## src/rtl/invsqrt_req_ctrl_pkg.sv

```systemverilog
// Shared FP32 constants, special-value helpers and the requester FSM encoding
// used by the inverse-sqrt request controller.
package invsqrt_req_ctrl_pkg;

  localparam logic [31:0] FP32_QNAN   = 32'h7FC0_0000;
  localparam logic [31:0] FP32_PINF   = 32'h7F80_0000;
  localparam logic [31:0] FP32_ZERO   = 32'h0000_0000;
  localparam logic [31:0] FP32_HALF   = 32'h3F00_0000;
  localparam logic [31:0] FP32_ONEPT5 = 32'h3FC0_0000;

  typedef enum logic [1:0] {
    ST_IDLE  = 2'd0,
    ST_ISSUE = 2'd1,
    ST_WAIT  = 2'd2,
    ST_PUSH  = 2'd3
  } state_t;

  function automatic logic is_nan(input logic [31:0] f);
    return (f[30:23] == 8'hFF) && (f[22:0] != 23'd0);
  endfunction

  function automatic logic is_inf(input logic [31:0] f);
    return (f[30:23] == 8'hFF) && (f[22:0] == 23'd0);
  endfunction

  // Denormals are flushed, so any zero exponent counts as zero.
  function automatic logic is_zero(input logic [31:0] f);
    return f[30:23] == 8'h00;
  endfunction

  function automatic logic is_special(input logic [31:0] f);
    return is_zero(f) || is_nan(f) || is_inf(f) || f[31];
  endfunction

  function automatic logic [31:0] bypass_value(input logic [31:0] f);
    logic [31:0] r;
    if (is_zero(f))                r = FP32_PINF;
    else if (is_nan(f))            r = FP32_QNAN;
    else if (is_inf(f) && !f[31])  r = FP32_ZERO;
    else                           r = FP32_QNAN;
    return r;
  endfunction

endpackage

```

## src/rtl/invsqrt_req_ctrl_sync_fifo.sv

```systemverilog
// Single-clock FIFO with occupancy count; push and pop may coincide at any
// occupancy, including full, and the head reads as zero while empty.
module sync_fifo #(
  parameter int WIDTH = 36,
  parameter int DEPTH = 4
) (
  input  logic                     clk,
  input  logic                     rst_n,
  input  logic                     push,
  input  logic [WIDTH-1:0]         wr_data,
  input  logic                     pop,
  output logic [WIDTH-1:0]         rd_data,
  output logic [$clog2(DEPTH):0]   count,
  output logic                     full,
  output logic                     empty
);
  localparam int AW = $clog2(DEPTH);

  logic [WIDTH-1:0] mem [DEPTH];
  logic [AW-1:0]    wr_ptr;
  logic [AW-1:0]    rd_ptr;
  logic             do_wr;
  logic             do_rd;

  assign full    = (count == (AW+1)'(DEPTH));
  assign empty   = (count == '0);
  assign do_rd   = pop && !empty;
  assign do_wr   = push && (!full || do_rd);
  assign rd_data = empty ? '0 : mem[rd_ptr];

  always_ff @(posedge clk) begin
    if (do_wr) mem[wr_ptr] <= wr_data;
  end

  always_ff @(posedge clk or negedge rst_n) begin
    if (!rst_n) begin
      wr_ptr <= '0;
      rd_ptr <= '0;
      count  <= '0;
    end else begin
      if (do_wr) wr_ptr <= wr_ptr + 1'b1;
      if (do_rd) rd_ptr <= rd_ptr + 1'b1;
      if (do_wr && !do_rd)      count <= count + 1'b1;
      else if (!do_wr && do_rd) count <= count - 1'b1;
    end
  end

endmodule

```

## src/rtl/invsqrt_req_ctrl.sv

```systemverilog
// Requester for the FP32 inverse-sqrt engine: screens IEEE specials locally,
// issues one operand at a time to the engine and returns results in order.
module invsqrt_req_ctrl
  import invsqrt_req_ctrl_pkg::*;
#(
  parameter int DEPTH   = 4,
  parameter int TAG_W   = 4,
  parameter int TIMEOUT = 16
) (
  input  logic             clk,
  input  logic             rst_n,
  input  logic             in_valid,
  output logic             in_ready,
  input  logic [31:0]      in_data,
  input  logic [TAG_W-1:0] in_tag,
  output logic             eng_start,
  output logic [31:0]      eng_operand,
  input  logic             eng_done,
  input  logic [31:0]      eng_result,
  output logic             out_valid,
  input  logic             out_ready,
  output logic [31:0]      out_data,
  output logic [TAG_W-1:0] out_tag,
  output logic             busy,
  output logic             err_timeout
);
  localparam int CNT_W = (TIMEOUT > 1) ? $clog2(TIMEOUT) : 1;
  localparam int AW    = $clog2(DEPTH);

  state_t             state;
  logic               run;
  logic [CNT_W-1:0]   tmo_cnt;
  logic               tmo_hit;
  logic [31:0]        res_data;
  logic [TAG_W-1:0]   res_tag;
  logic               accept;
  logic               fifo_push;
  logic               fifo_full;
  logic               fifo_empty;
  logic [AW:0]        fifo_count;

  // run keeps in_ready low while rst_n is asserted and state already reads IDLE.
  assign in_ready  = run && (state == ST_IDLE) && !fifo_full;
  assign accept    = in_valid && in_ready;
  assign tmo_hit   = (tmo_cnt == CNT_W'(TIMEOUT - 1));
  assign fifo_push = (state == ST_PUSH);
  assign out_valid = !fifo_empty;
  assign busy      = (state != ST_IDLE) || (fifo_count != '0);

  always_ff @(posedge clk or negedge rst_n) begin
    if (!rst_n) begin
      state       <= ST_IDLE;
      run         <= 1'b0;
      eng_start   <= 1'b0;
      eng_operand <= '0;
      tmo_cnt     <= '0;
      err_timeout <= 1'b0;
    end else begin
      run       <= 1'b1;
      eng_start <= 1'b0;
      case (state)
        ST_IDLE: begin
          if (accept) begin
            if (is_special(in_data)) begin
              state <= ST_PUSH;
            end else begin
              eng_operand <= in_data;
              eng_start   <= 1'b1;
              state       <= ST_ISSUE;
            end
          end
        end
        ST_ISSUE: begin
          tmo_cnt <= '0;
          state   <= ST_WAIT;
        end
        ST_WAIT: begin
          if (eng_done) begin
            state <= ST_PUSH;
          end else if (tmo_hit) begin
            err_timeout <= 1'b1;
            state       <= ST_PUSH;
          end else begin
            tmo_cnt <= tmo_cnt + 1'b1;
          end
        end
        ST_PUSH: state <= ST_IDLE;
        default: state <= ST_IDLE;
      endcase
    end
  end

  // Result/tag holding registers; a done pulse outside WAIT never reaches them.
  always_ff @(posedge clk) begin
    if (accept) begin
      res_tag  <= in_tag;
      res_data <= bypass_value(in_data);
    end else if (state == ST_WAIT) begin
      if (eng_done)     res_data <= eng_result;
      else if (tmo_hit) res_data <= FP32_QNAN;
    end
  end

  sync_fifo #(
    .WIDTH (32 + TAG_W),
    .DEPTH (DEPTH)
  ) u_fifo (
    .clk     (clk),
    .rst_n   (rst_n),
    .push    (fifo_push),
    .wr_data ({res_data, res_tag}),
    .pop     (out_ready),
    .rd_data ({out_data, out_tag}),
    .count   (fifo_count),
    .full    (fifo_full),
    .empty   (fifo_empty)
  );

endmodule

```

## config.mk

```make
export PLATFORM = sky130hd
export DESIGN_NAME = invsqrt_req_ctrl
export DESIGN_NICKNAME = d
export VERILOG_FILES = /design/src/rtl/invsqrt_req_ctrl_pkg.sv /design/src/rtl/invsqrt_req_ctrl_sync_fifo.sv /design/src/rtl/invsqrt_req_ctrl.sv
export SDC_FILE = /design/constraint.sdc
export NUM_CORES = 1
export LEC_CHECK = 0
export BUFFER_PORTS_ARGS = -buffer_cell sky130_fd_sc_hd__buf_2
export CAP_MARGIN = 20
export CORE_MARGIN = 2
export CORE_UTILIZATION = 50
export DETAILED_ROUTE_END_ITERATION = 6
export PLACE_DENSITY = 0.81
export SLEW_MARGIN = 20
export SYNTH_ARGS = -nofsm -noshare
export SYNTH_HDL_FRONTEND = slang
export SYNTH_HIERARCHICAL = 1
export SYNTH_SLANG_ARGS = --single-unit
```

## constraint.sdc

```tcl
create_clock -name clk -period 3 [get_ports clk]
set_input_delay 0.15 -clock clk [delete_from_list [all_inputs] [get_ports clk]]
set_output_delay 0.15 -clock clk [all_outputs]
set_load 0.02 [all_outputs]
```

* Word level (Yosys, flattened, before mapping)
Memory sizes are Yosys's and may differ from the RTL's.
Index checks and enable logic that the tools add are counted.
** Word-level totals
- Register bits after elaboration :: 84
- Bits in writable memories :: 144
- Memories :: 1
- Input bits :: 73
- Output and inout bits :: 73
- Word-level logic and storage cells :: 88
** Memories
- u_fifo.mem :: words 4, width 36, rd ports 1, clocked after Yosys merged registers in 0, write ports 1, line invsqrt_req_ctrl_sync_fifo.sv:19 : logic [WIDTH-1:0] mem [DEPTH];
** Operators by class
- Bitwise logic cells :: 2
- $add $sub $neg :: 5
- Equal/unequal tests :: 10
- Reductions and logical operators :: 36
- Muxes and demuxes :: 23
** Operators by type and width (number)
- 2-to-1 mux 32 bit :: 4
- 2-to-1 mux 31 bit :: 3
- 2-to-1 mux 36 bit :: 1
- zero test 23 bit :: 1
- nonzero test 23 bit :: 1
- logical AND 1 bit :: 10
- AND reduction 3 bit :: 3
- equality test 8 bit (second input constant) :: 1
- zero test 8 bit :: 1
- 2-to-1 mux 2 bit :: 4
- 2-to-1 mux 4 bit :: 2
- case mux 2 bit (4 select lines) :: 1
- case mux 4 bit (2 select lines) :: 1
- nonzero test 2 bit :: 4
- 2-to-1 mux 3 bit :: 2
- inequality test 2 bit (second input constant) :: 3
- nonzero test 3 bit :: 2
- zero test 1 bit :: 5
- logical OR 1 bit :: 5
- 2-to-1 mux 1 bit :: 5
- adder 2 x 1 -> 2 bit (second input constant) :: 2
- adder 4 x 1 -> 4 bit (second input constant) :: 1
- equality test 2 bit (second input constant) :: 2
- equality test 4 bit (second input constant) :: 1
- other kinds (9) :: 11

* Logic depth before layout (Yosys ltp)
Gate-level depths: netlist (run 1).
- Depth in word-level cells :: 9
- Gate-level depth with buffers :: 9

* Hierarchy
Netlist (run 1), hierarchy kept.
** By module, submodules not included
- sync_fifo :: instances 1, seq. area each 4499.3 um2, cells each 264, area an instance 5848.1 um2
- invsqrt_req_ctrl :: instances 1, seq. area each 2107.0 um2, cells each 215, area an instance 3289.4 um2

* Least setup slack after synthesis (run 1)
Ideal clock, no wire load.
- Path type :: register to register
- Start point :: register u_fifo.count[0]
- End point :: register res_data[0], enable pin
- Path buffers :: 1
- Stages on the path, launching flop included :: 5
- Arrival :: 1.805 ns
- Data required time :: 2.521 ns
- Setup time :: 0.479 ns
- Setup slack :: 0.716 ns
- Period minus slack after synthesis :: 2.284 ns
- Cells stage by stage :: dfrtp_1 > nor3b_1 > nand4b_2 > clkbuf_1 > nand2_1
** On the way
- Cells in the longest elaborated chain, start to end :: 6
- Elaborated cells on any way between the ends :: 7
- Classes of those cells :: eq/ne: 1; reduce/logical: 6
** RTL lines
- start, declared :: line invsqrt_req_ctrl_sync_fifo.sv:13 : output logic [$clog2(DEPTH):0] count,
- start signal, assigned :: line invsqrt_req_ctrl_sync_fifo.sv:43 : if (do_wr && !do_rd) count <= count + 1'b1;
- start signal, assigned :: line invsqrt_req_ctrl_sync_fifo.sv:44 : else if (!do_wr && do_rd) count <= count - 1'b1;
- equality test 3 bit * :: line invsqrt_req_ctrl_sync_fifo.sv:25 : assign full = (count == (AW+1)'(DEPTH));
- net fifo_full :: line invsqrt_req_ctrl.sv:38 : logic fifo_full;
- zero test 1 bit * :: line invsqrt_req_ctrl.sv:43 : assign in_ready = run && (state == ST_IDLE) && !fifo_full;
- logical AND 1 bit * :: line invsqrt_req_ctrl.sv:43
- logical AND 1 bit * :: line invsqrt_req_ctrl.sv:44 : assign accept = in_valid && in_ready;
- nonzero test 3 bit (no source line) or nonzero test 2 bit (tied branches)
- AND reduction 2 bit (no source line) *
- end signal, assigned :: line invsqrt_req_ctrl.sv:97 : res_data <= bypass_value(in_data);
- end signal, assigned :: line invsqrt_req_ctrl.sv:99 : if (eng_done) res_data <= eng_result;
- end, declared :: line invsqrt_req_ctrl.sv:34 : logic [31:0] res_data;
The timed path passes the listed nets; every way through them passes the cells marked *.
A chain may end at the register's enable or synchronous reset.

* Worst setup path after layout (run 1)
- Start point :: register u_fifo.count[0]
- End point :: register res_data[13], enable pin
The elaborated chain is that of the path after synthesis.

==> flow_metrics.env, run 1 <==
export IMPL_core_area_um2=18000
export IMPL_hold_violations=0
export IMPL_use_met3_pct=3.94
export IMPL_power_leakage_nw=4.48
export IMPL_p_int_mw=7.60
export IMPL_yosysTopAreaCellShare_pct=59.2
export IMPL_yosys_top_cells_area="edfxtp_1 59%, dfrtp_1 13%, mux4_2 8.9%"
export IMPL_area_growth_pct=25.9
export IMPL_finalNetCount=792
export IMPL_multi_input_area_um2=2360
export IMPL_fillerInstances=1189
export IMPL_cp_slowest_cell="nor3b_1"
export IMPL_combPwrFrac_pct=34.3
export IMPL_cts_resized=0
export IMPL_synth_cells=479
export IMPL_clock_path_buffers=3
export IMPL_worst_path_most_repeated_cell="buf_4"
export IMPL_p_switching_mw=3.63
export IMPL_netlist_cell_type_count=42
export IMPL_gp_congestion=0.786
export IMPL_grt_use_met1_pct=24.6
export IMPL_reg2reg_depth=5
export IMPL_grt_max_degree=49
export IMPL_drt_vias_per_instance=5.33
export IMPL_cp_arrival_ns=2.53
export IMPL_fin_crit_sh_pct=77.3
export IMPL_path_cells="nor3b_1 -> nand4b_2 -> buf_4 -> nand2_2 -> buf_4"
export IMPL_wl_per_cell_um=19.8
export IMPL_place_port_buffers=145
export IMPL_postCtsHoldBufs=68
export IMPL_pwr_share_clk_pct=23.7
export IMPL_io_pins=146
export IMPL_end_kind="flip-flop"
export IMPL_hold_path_class="input port to flip-flop"
export IMPL_vias=5068
export IMPL_fin_skew_ns=0.0166
export IMPL_drt_iter0_markers=296
export IMPL_worst_pin_slew_ns=0.595
export IMPL_cp_required_ns=3.21
export IMPL_cts_setup_buffers=0
export IMPL_grt_usage_pct=19.6
export IMPL_ys_top_cells_by_count="180 x edfxtp_1, 48 x dfrtp_1, 41 x and2_1"
export IMPL_grt_pass1_vias=5571
export IMPL_fin_util_pct=64.0
export IMPL_p_per_area_nw_per_um2=976
export IMPL_fmax_mhz=431
export IMPL_status="complete, no violations"
export IMPL_start_util_pct=50.9
export IMPL_seqPwrFrac_pct=42.1
export IMPL_antenna_cells=0
export IMPL_peakVddDrop_mv=0.523
export IMPL_grt_busiest_layer="met2"
export IMPL_p_sw_share_pct=32.3
export IMPL_maxCapViolCount=0
export IMPL_globalRouteMet2Util_pct=35.6
export IMPL_cts_tree="built"
export IMPL_die_w_um=139
export IMPL_root_buffer="clkbuf_16"
export IMPL_preCtsSetupSlack_ns=0.708
export IMPL_synth_avg_cell_area_um2=19.1
export IMPL_dp_final_hpwl_um=11500
export IMPL_syn_nets=564
export IMPL_final_max_slew_viol_count=0
export IMPL_hold_depth=4
export IMPL_ys_flop_type="edfxtp_1"
export IMPL_ant_nets=0
export IMPL_yosys_warnings=6
export IMPL_rows=49
export IMPL_syn_area_um2=9140
export IMPL_setup_viol=0
export IMPL_clock_sinks=228
export IMPL_rsz0062_at_grt="no"
export IMPL_synth_seq_cells=228
export IMPL_cts_max_level=1
export IMPL_critPathKind="flip-flop to flip-flop"
export IMPL_wl_um=18800
export IMPL_grt_first_pass_wirelength_um=29600
export IMPL_die_h_um=139
export IMPL_synth_largest_area_cell="edfxtp_1"
export IMPL_grt_ovfl_total=0
export IMPL_period_needed_ns=2.32
export IMPL_antenna_found_initial=0
export IMPL_slew_headroom_pct=60.3
export IMPL_drc=0
export IMPL_postSynth_asyncResetShare_pct=21.1
export IMPL_drive_gt1_share_pct=37.6
export IMPL_synth_edff_count=180
export IMPL_clock_latency_ns=0.50
export IMPL_regArea_um2=6610
export IMPL_cts_buffers=23
export IMPL_ys_seq_area_share_pct=72.3
export IMPL_fin_ws_ns=0.680
export IMPL_start_kind="flip-flop"
export IMPL_clk_pin_slew_ns=0.06
export IMPL_crit_fanout=31
export IMPL_yosysMostFrequentCell="edfxtp_1"
export IMPL_die_area_um2=19400
export IMPL_drtPass1Iterations=4
export IMPL_tns_ns=0
export IMPL_max_stage_delay_ns=0.45
-- registers in the layout, summed over array words and instances, names as in the netlist, 2 cells and up --
signal         count
tmo_cnt            4
res_tag            4
eng_operand       32
u_fifo/count       3
state              2
u_fifo/mem       144
u_fifo/wr_ptr      2
u_fifo/rd_ptr      2
res_data          32
-- cell type report --
cell class                      instances  share of cell area (%)
Timing Repair Buffer                  226                    13.1
Clock buffer                           26                    5.10
Clock inverter                         13                   0.979
Inverter                               10                   0.326
Tap cell                              229                    2.49
Sequential cell                       228                    57.5
Multi-Input combinational cell        218                    20.5
-- cells in the final DEF (no fill, tap or decap), types with 14 or more instances in the layout --
master and n:
and2_1 37, buf_4 14, edfxtp_1 180, and3_1 24
dlygate4sd3_1 68, dfrtp_1 46, buf_2 144, mux4_2 36
clkbuf_16 23, mux2_4 28
-- per-layer routing --
layer / up-vias / part of all wire, %
met3: 17 / 6.0
met4: 0 / 0.93
li1: 2301 / -
met2: 171 / 53
met1: 2579 / 40
met5: - / 0
-- final timing paths --
path                                              from  slack (ns)                      endpoint
max                        u_fifo/count[0]$_DFFE_PN0P_        0.68    res_data[13]$_SDFFCE_PP0P_
min in group asynchronous                        rst_n        0.21   eng_operand[13]$_DFFE_PN0P_
max in group asynchronous                        rst_n        2.34  u_fifo/rd_ptr[0]$_DFFE_PN0P_
min reg2reg                    err_timeout$_DFFE_PN0P_        0.47       err_timeout$_DFFE_PN0P_
max reg2reg                u_fifo/count[0]$_DFFE_PN0P_        0.68    res_data[13]$_SDFFCE_PP0P_
min                                     eng_result[22]        0.14        res_data[22]$_DFFE_PP_
-- through the flow --
| step | instance area, µm² | std cells | hold slack (ns) | total power [mW] |
|---|---|---|---|---|
| 2_1_floorplan | 9140 | 479 | -0.146 | 7.35 |
| 3_3_place_gp | 10100 | 843 | 0.343 | 8.43 |
| 3_5_place_dp | 10100 | 843 | 0.333 | 8.59 |
| 4_1_cts | 11500 | 950 | 0.129 | 11.3 |
| 5_1_grt | 11500 | 950 | 0.162 | 11.8 |
| 6_report | 11500 | 950 | 0.138 | 11.2 |
-- power by group through the flow --
stage / sequential, mW / clock (mW) / combinational, mW
after floorplan: 4.89 / 0 / 2.46
final: 4.72 / 2.66 / 3.85
after CTS: 4.72 / 2.71 / 3.89
after global routing: 4.80 / 2.85 / 4.13
after detailed placement: 4.76 / 0 / 3.82
after global placement: 4.70 / 0 / 3.73
-- cell families after synthesis --
kind of cell / after synthesis / synth area share [%]
xor gates and xnor gates: 9 / 0.863
adders and majority gates: 12 / 1.73
and+or+nand+nor: 106 / 7.33
buffers and inverters: 33 / 1.93
AOI/OAI and AO/OA: 20 / 1.60
DFF: 228 / 72.3
muxes: 70 / 14.2
other: 1 / 0.0410
-- critical path, delay by kind of cell, from the launching register on --
kind                   cells  cell delay, ns
flip-flops                 1            0.44
AND/OR/NAND/NOR            3            0.95
buffers and inverters      2            0.63
Power figures use the tool's default switching activity.
==> run 2, diff against run 1 <==
- clock period: 3 -> 2.2 ns (I/O delays scaled with it)
==> flow_metrics.env, run 2 (synthesis results as in run 1) <==
export IMPL_cts_tree="built"
export IMPL_drtPass1Iterations=4
export IMPL_clock_latency_ns=0.49
export IMPL_cp_required_ns=2.09
export IMPL_end_kind="output port"
export IMPL_clock_path_buffers=3
export IMPL_max_flop_register="u_fifo/mem"
export IMPL_vias=5191
export IMPL_gp_congestion=0.787
export IMPL_antenna_found_initial=1
export IMPL_place_port_buffers=145
export IMPL_crit_fanout=6
export IMPL_clock_sinks=228
export IMPL_critPathKind="flip-flop to output port"
export IMPL_cp_arrival_ns=2.04
export IMPL_wl_um=19600
export IMPL_combPwrFrac_pct=36.3
export IMPL_die_area_um2=19400
export IMPL_p_per_area_nw_per_um2=1330
export IMPL_drive_gt1_share_pct=40.3
export IMPL_tns_ns=0
export IMPL_final_cell_count_no_fill=963
export IMPL_grt_first_pass_wirelength_um=30100
export IMPL_path_cells="buf_6 -> buf_12 -> mux4_2 -> and2_1 -> buf_2"
export IMPL_mostFrequentLayoutCell="edfxtp_1"
export IMPL_final_cell_mix="180 x edfxtp_1, 145 x buf_2, 69 x dlygate4sd3_1, 45 x dfrtp_1, 37 x and2_1"
export IMPL_fin_util_pct=65.3
export IMPL_die_w_um=139
export IMPL_p_sw_share_pct=32.7
export IMPL_dp_cells=849
export IMPL_slew_headroom_pct=65.7
export IMPL_cp_slowest_cell="mux4_2"
export IMPL_setup_viol=0
export IMPL_max_stage_delay_ns=0.53
export IMPL_seqPwrFrac_pct=40.9
export IMPL_period_needed_ns=2.15
export IMPL_peakVddDrop_mv=1.02
export IMPL_pwr_share_clk_pct=22.8
export IMPL_ant_nets=0
export IMPL_fmax_mhz=466
export IMPL_core_area_um2=18000
export IMPL_largest_reg_flops=144
export IMPL_status="complete, no violations"
export IMPL_p_int_mw=10.5
export IMPL_worst_pin_slew_ns=0.515
export IMPL_start_kind="flip-flop"
export IMPL_grt_usage_pct=19.8
export IMPL_rows=49
export IMPL_root_buffer="clkbuf_16"
export IMPL_clk_pin_slew_ns=0.06
export IMPL_dp_final_hpwl_um=11700
export IMPL_placed_area_um2=10200
export IMPL_preCtsSetupSlack_ns=0.0325
export IMPL_grt_max_degree=41
export IMPL_fin_crit_sh_pct=97.6
export IMPL_final_area_um2=11700
export IMPL_io_pins=146
export IMPL_grt_pass1_vias=5773
export IMPL_top_regs="u_fifo/mem x144, eng_operand x32, res_data x32"
export IMPL_finalNetCount=807
export IMPL_cts_max_level=1
export IMPL_maxCapViolCount=0
export IMPL_wl_per_cell_um=20.3
export IMPL_power_leakage_nw=4.57
export IMPL_power_total_mw=15.6
export IMPL_final_max_slew_viol_count=0
export IMPL_die_h_um=139
export IMPL_start_util_pct=50.9
export IMPL_area_growth_pct=28.3
export IMPL_fin_ws_ns=0.0525
export IMPL_drc=0
export IMPL_antenna_cells=0
export IMPL_p_switching_mw=5.12
export IMPL_drt_vias_per_instance=5.39
export IMPL_grt_ovfl_total=0
export IMPL_hold_path_class="input port to flip-flop"
export IMPL_fin_skew_ns=0.0133
export IMPL_holdWs_ns=0.0612
export IMPL_drt_iter0_markers=271
export IMPL_hold_violations=0
export IMPL_cts_buffers=23
==> run 2: cell types whose count changed in the layout (fill, tap and decap cells not counted), sizes merged <==
cell	previous run	this run
buf	158	170
bufinv	2	1
clkinvlp	2	4
dlygate4sd3	68	69
clkinv	9	8
==> run 2: timing repair <==
| item | in CTS | in global routing |
|---|---|---|
| hold buffers | 69 | 0 |
| pin swaps | 0 | 4 |
| gates resized for setup | 5 | 8 |
| hold endpoints to repair | 116 | 0 |
| gates cloned | 0 | 2 |
| setup endpoints to repair | 6 | 17 |
| buffers inserted | 0 | 6 |
==> run 2: final timing paths <==
check / startpoint / end / slack, ns / depth (start not counted)
hold / removal: eng_result[22] / res_data[22]$_DFFE_PP_ / 0.06 / 4
setup / recovery: u_fifo/rd_ptr[0]$_DFFE_PN0P_ / out_data[0] / 0.05 / 5
hold reg to reg: err_timeout$_DFFE_PN0P_ / err_timeout$_DFFE_PN0P_ / 0.49 / 1
setup reg to reg: u_fifo/count[2]$_DFFE_PN0P_ / u_fifo/count[2]$_DFFE_PN0P_ / 0.13 / 8
min in group asynchronous: rst_n / eng_operand[25]$_DFFE_PN0P_ / 0.26 / 3
max in group asynchronous: rst_n / eng_operand[20]$_DFFE_PN0P_ / 1.28 / 3
==> run 2: cell type report <==
class                           instances  area, µm²
Tap cell                              229        287
Timing Repair Buffer                  241       1720
Inverter                               10       37.5
Clock buffer                           24        579
Clock inverter                         13        104
Fill cell                            1228       6240
Sequential cell                       228       6610
Multi-Input combinational cell        218       2390
==> run 2: routing by layer <==
metal | part of all wire [%] | vias to the layer above | GRT usage (%) | wire [µm]
met5 | 0.056 | - | 0 | 11
met4 | 2.0 | 2 | 5.16 | 384
met3 | 6.1 | 37 | 4.14 | 1190
met2 | 52 | 188 | 36.9 | 10200
met1 | 40 | 2637 | 23.5 | 7760
li1 | - | 2327 | - | -
==> run 2: worst max-delay path, delay by kind of cell (launching register included) <==
family,cells,cell delay (ns)
AND/OR/NAND/NOR,1,0.18
buffers and inverters,3,0.42
multiplexers,1,0.53
flip-flops,1,0.40
==> run 2: power groups by stage <==
stage | clock network, mW | registers [mW] | logic, mW
after floorplan | 0 | 6.66 | 3.36
after global placement | 0 | 6.36 | 5.21
after detailed placement | 0 | 6.44 | 5.38
after CTS | 3.63 | 6.38 | 5.51
after global routing | 3.80 | 6.50 | 6.07
final | 3.57 | 6.40 | 5.68
==> run 3, diff against run 2 <==
- CORE_UTILIZATION: 50 -> 56
- PLACE_DENSITY: 0.81 -> 0.88
- clock period: 2.2 -> 2 ns (I/O delays scaled with it)
==> flow_metrics.env, run 3 (synthesis results as in run 1) <==
export IMPL_status="finished with violations"
export IMPL_violations="setup timing"
export IMPL_grt_first_pass_wirelength_um=34100
export IMPL_pwr_share_clk_pct=22.6
export IMPL_p_switching_mw=6.13
export IMPL_root_buffer="clkbuf_16"
export IMPL_fin_skew_ns=0.00858
export IMPL_die_h_um=132
export IMPL_die_w_um=132
export IMPL_cp_arrival_ns=2.06
export IMPL_placed_area_um2=10300
export IMPL_start_kind="flip-flop"
export IMPL_drive_gt1_share_pct=45.0
export IMPL_antenna_cells=0
export IMPL_drt_vias_per_instance=5.69
export IMPL_cts_buffers=22
export IMPL_cp_slowest_cell="mux4_2"
export IMPL_setup_viol=36
export IMPL_clk_pin_slew_ns=0.06
export IMPL_final_cell_mix="180 x edfxtp_1, 117 x buf_2, 68 x dlygate4sd3_1, 46 x dfrtp_1, 36 x mux4_2"
export IMPL_start_util_pct=57.3
export IMPL_cp_top_family="multiplexers"
export IMPL_clock_latency_ns=0.49
export IMPL_cts_tree="built"
export IMPL_path_buf_inv=3
export IMPL_fin_ws_ns=-0.162
export IMPL_drt_iter0_markers=393
export IMPL_final_area_um2=12200
export IMPL_max_flop_register="u_fifo/mem"
export IMPL_maxCapViolCount=0
export IMPL_clock_path_buffers=3
export IMPL_p_per_area_nw_per_um2=1570
export IMPL_final_max_slew_viol_count=0
export IMPL_dp_cells=843
export IMPL_rows=46
export IMPL_antenna_found_initial=0
export IMPL_combPwrFrac_pct=40.4
export IMPL_ant_nets=0
export IMPL_cp_required_ns=1.90
export IMPL_grt_pass1_vias=5949
export IMPL_slew_headroom_pct=53.2
export IMPL_finalNetCount=818
export IMPL_grt_ovfl_total=0
export IMPL_hold_violations=0
export IMPL_io_pins=146
export IMPL_grt_usage_pct=25.8
export IMPL_cts_max_level=1
export IMPL_critPathKind="flip-flop to output port"
export IMPL_dp_final_hpwl_um=11800
export IMPL_fmax_mhz=462
export IMPL_grt_max_degree=39
export IMPL_period_needed_ns=2.16
export IMPL_drc=0
export IMPL_p_sw_share_pct=31.9
export IMPL_top_regs="u_fifo/mem x144, eng_operand x32, res_data x32"
export IMPL_area_growth_pct=33.9
export IMPL_p_int_mw=13.1
export IMPL_peakVddDrop_mv=0.953
export IMPL_fin_crit_sh_pct=108
export IMPL_place_port_buffers=145
export IMPL_mostFrequentLayoutCell="edfxtp_1"
export IMPL_final_cell_count_no_fill=963
export IMPL_seqPwrFrac_pct=37.0
export IMPL_wl_um=22800
export IMPL_clock_sinks=228
export IMPL_tns_ns=-3.68
export IMPL_die_area_um2=17400
export IMPL_hold_path_class="input port to flip-flop"
export IMPL_wl_per_cell_um=23.7
export IMPL_worst_path_most_repeated_cell="buf_6"
export IMPL_path_cells="buf_6 -> buf_12 -> mux4_2 -> and2_4 -> buf_6"
export IMPL_worst_pin_slew_ns=0.702
export IMPL_max_stage_delay_ns=0.56
export IMPL_rsz0062_at_grt="yes"
export IMPL_largest_reg_flops=144
export IMPL_fillerInstances=822
export IMPL_crit_fanout=5
export IMPL_gp_congestion=0.812
export IMPL_end_kind="output port"
export IMPL_drtPass1Iterations=5
export IMPL_power_leakage_nw=4.83
export IMPL_vias=5480
export IMPL_core_area_um2=15900
==> run 3: cell types whose count changed in the layout (fill, tap and decap cells not counted), moves of 3 or more <==
cell,previous run,this run
clkbuf_1,1,4
bufinv_16,1,4
and2_1,37,10
buf_2,145,117
and2_4,0,27
buf_6,4,28
buf_12,4,8
buf_4,17,27
==> run 3: stage by stage <==
step / hold slack (ns) / power [mW] / utilization (%) / setup slack (ns)
4_1_cts: 0.0472 / 18.5 / 75.7 / -0.130
3_5_place_dp: 0.180 / 13.2 / 64.8 / -0.0397
6_report: 0.0407 / 19.2 / 76.8 / -0.162
3_3_place_gp: 0.170 / 12.9 / 64.8 / 0.0590
5_1_grt: 0.0476 / 20.0 / 76.8 / -0.203
2_1_floorplan: -0.196 / 11.1 / - / 0.00626
==> run 3: path summary, 6_finish.rpt <==
check                      slack (ns)                      endpoint                          from  cells past startpoint
min in group asynchronous        0.23    eng_operand[1]$_DFFE_PN0P_                         rst_n                      2
min reg2reg                      0.49       err_timeout$_DFFE_PN0P_       err_timeout$_DFFE_PN0P_                      1
max                             -0.16                  out_data[11]  u_fifo/rd_ptr[0]$_DFFE_PN0P_                      5
min                              0.04           eng_start$_DFF_PN0_                   in_data[31]                      3
max in group asynchronous        1.13  u_fifo/rd_ptr[0]$_DFFE_PN0P_                         rst_n                      3
max reg2reg                      0.04   u_fifo/count[2]$_DFFE_PN0P_   u_fifo/count[1]$_DFFE_PN0P_                      8
==> run 3: repair_timing <==
item                                    CTS  global route
setup buffers                             8             3
pin swaps                                 0             7
gates resized for setup                  47            55
endpoints found under the hold margin    98             0
endpoints found under the setup margin   50            71
cloned                                    3             2
hold buffers                             68             0
==> run 3: area by class of cell <==
type | count | area [µm²] | area share (%)
multi-input cells | 218 | 2500 | 20.4
well taps | 216 | 270 | 2.21
repair buffers | 253 | 2060 | 16.9
flip-flops and latches | 228 | 6610 | 54.0
clock inverters | 11 | 164 | 1.34
inverters | 10 | 37.5 | 0.307
clock buffers | 27 | 591 | 4.83
==> run 3: per-layer routing <==
metal,share of wire [%],vias to the layer above,track usage (%)
met5,0,-,0
met4,2.0,0,6.04
met3,6.4,36,4.61
met2,55,282,48.9
met1,37,2809,30.7
li1,-,2353,-
==> run 3: power by group through the flow <==
stage                     combinational [mW]  sequential, mW  clock, mW
final                                   7.78            7.12       4.34
after global routing                    8.18            7.21       4.57
after CTS                               7.10            7.03       4.36
after detailed placement                6.08            7.11          0
after global placement                  5.91            7.00          0
after floorplan                         3.77            7.32          0
==> run 3: worst register-to-register path, cell delays in order (launching register included) <==
cell     delay (ns)
dfrtp_1        0.43
or3_4          0.42
nand2_4        0.09
ha_4           0.14
inv_2          0.03
fa_2           0.33
xor2_1         0.15
nor2_1         0.13
xor2_1         0.16
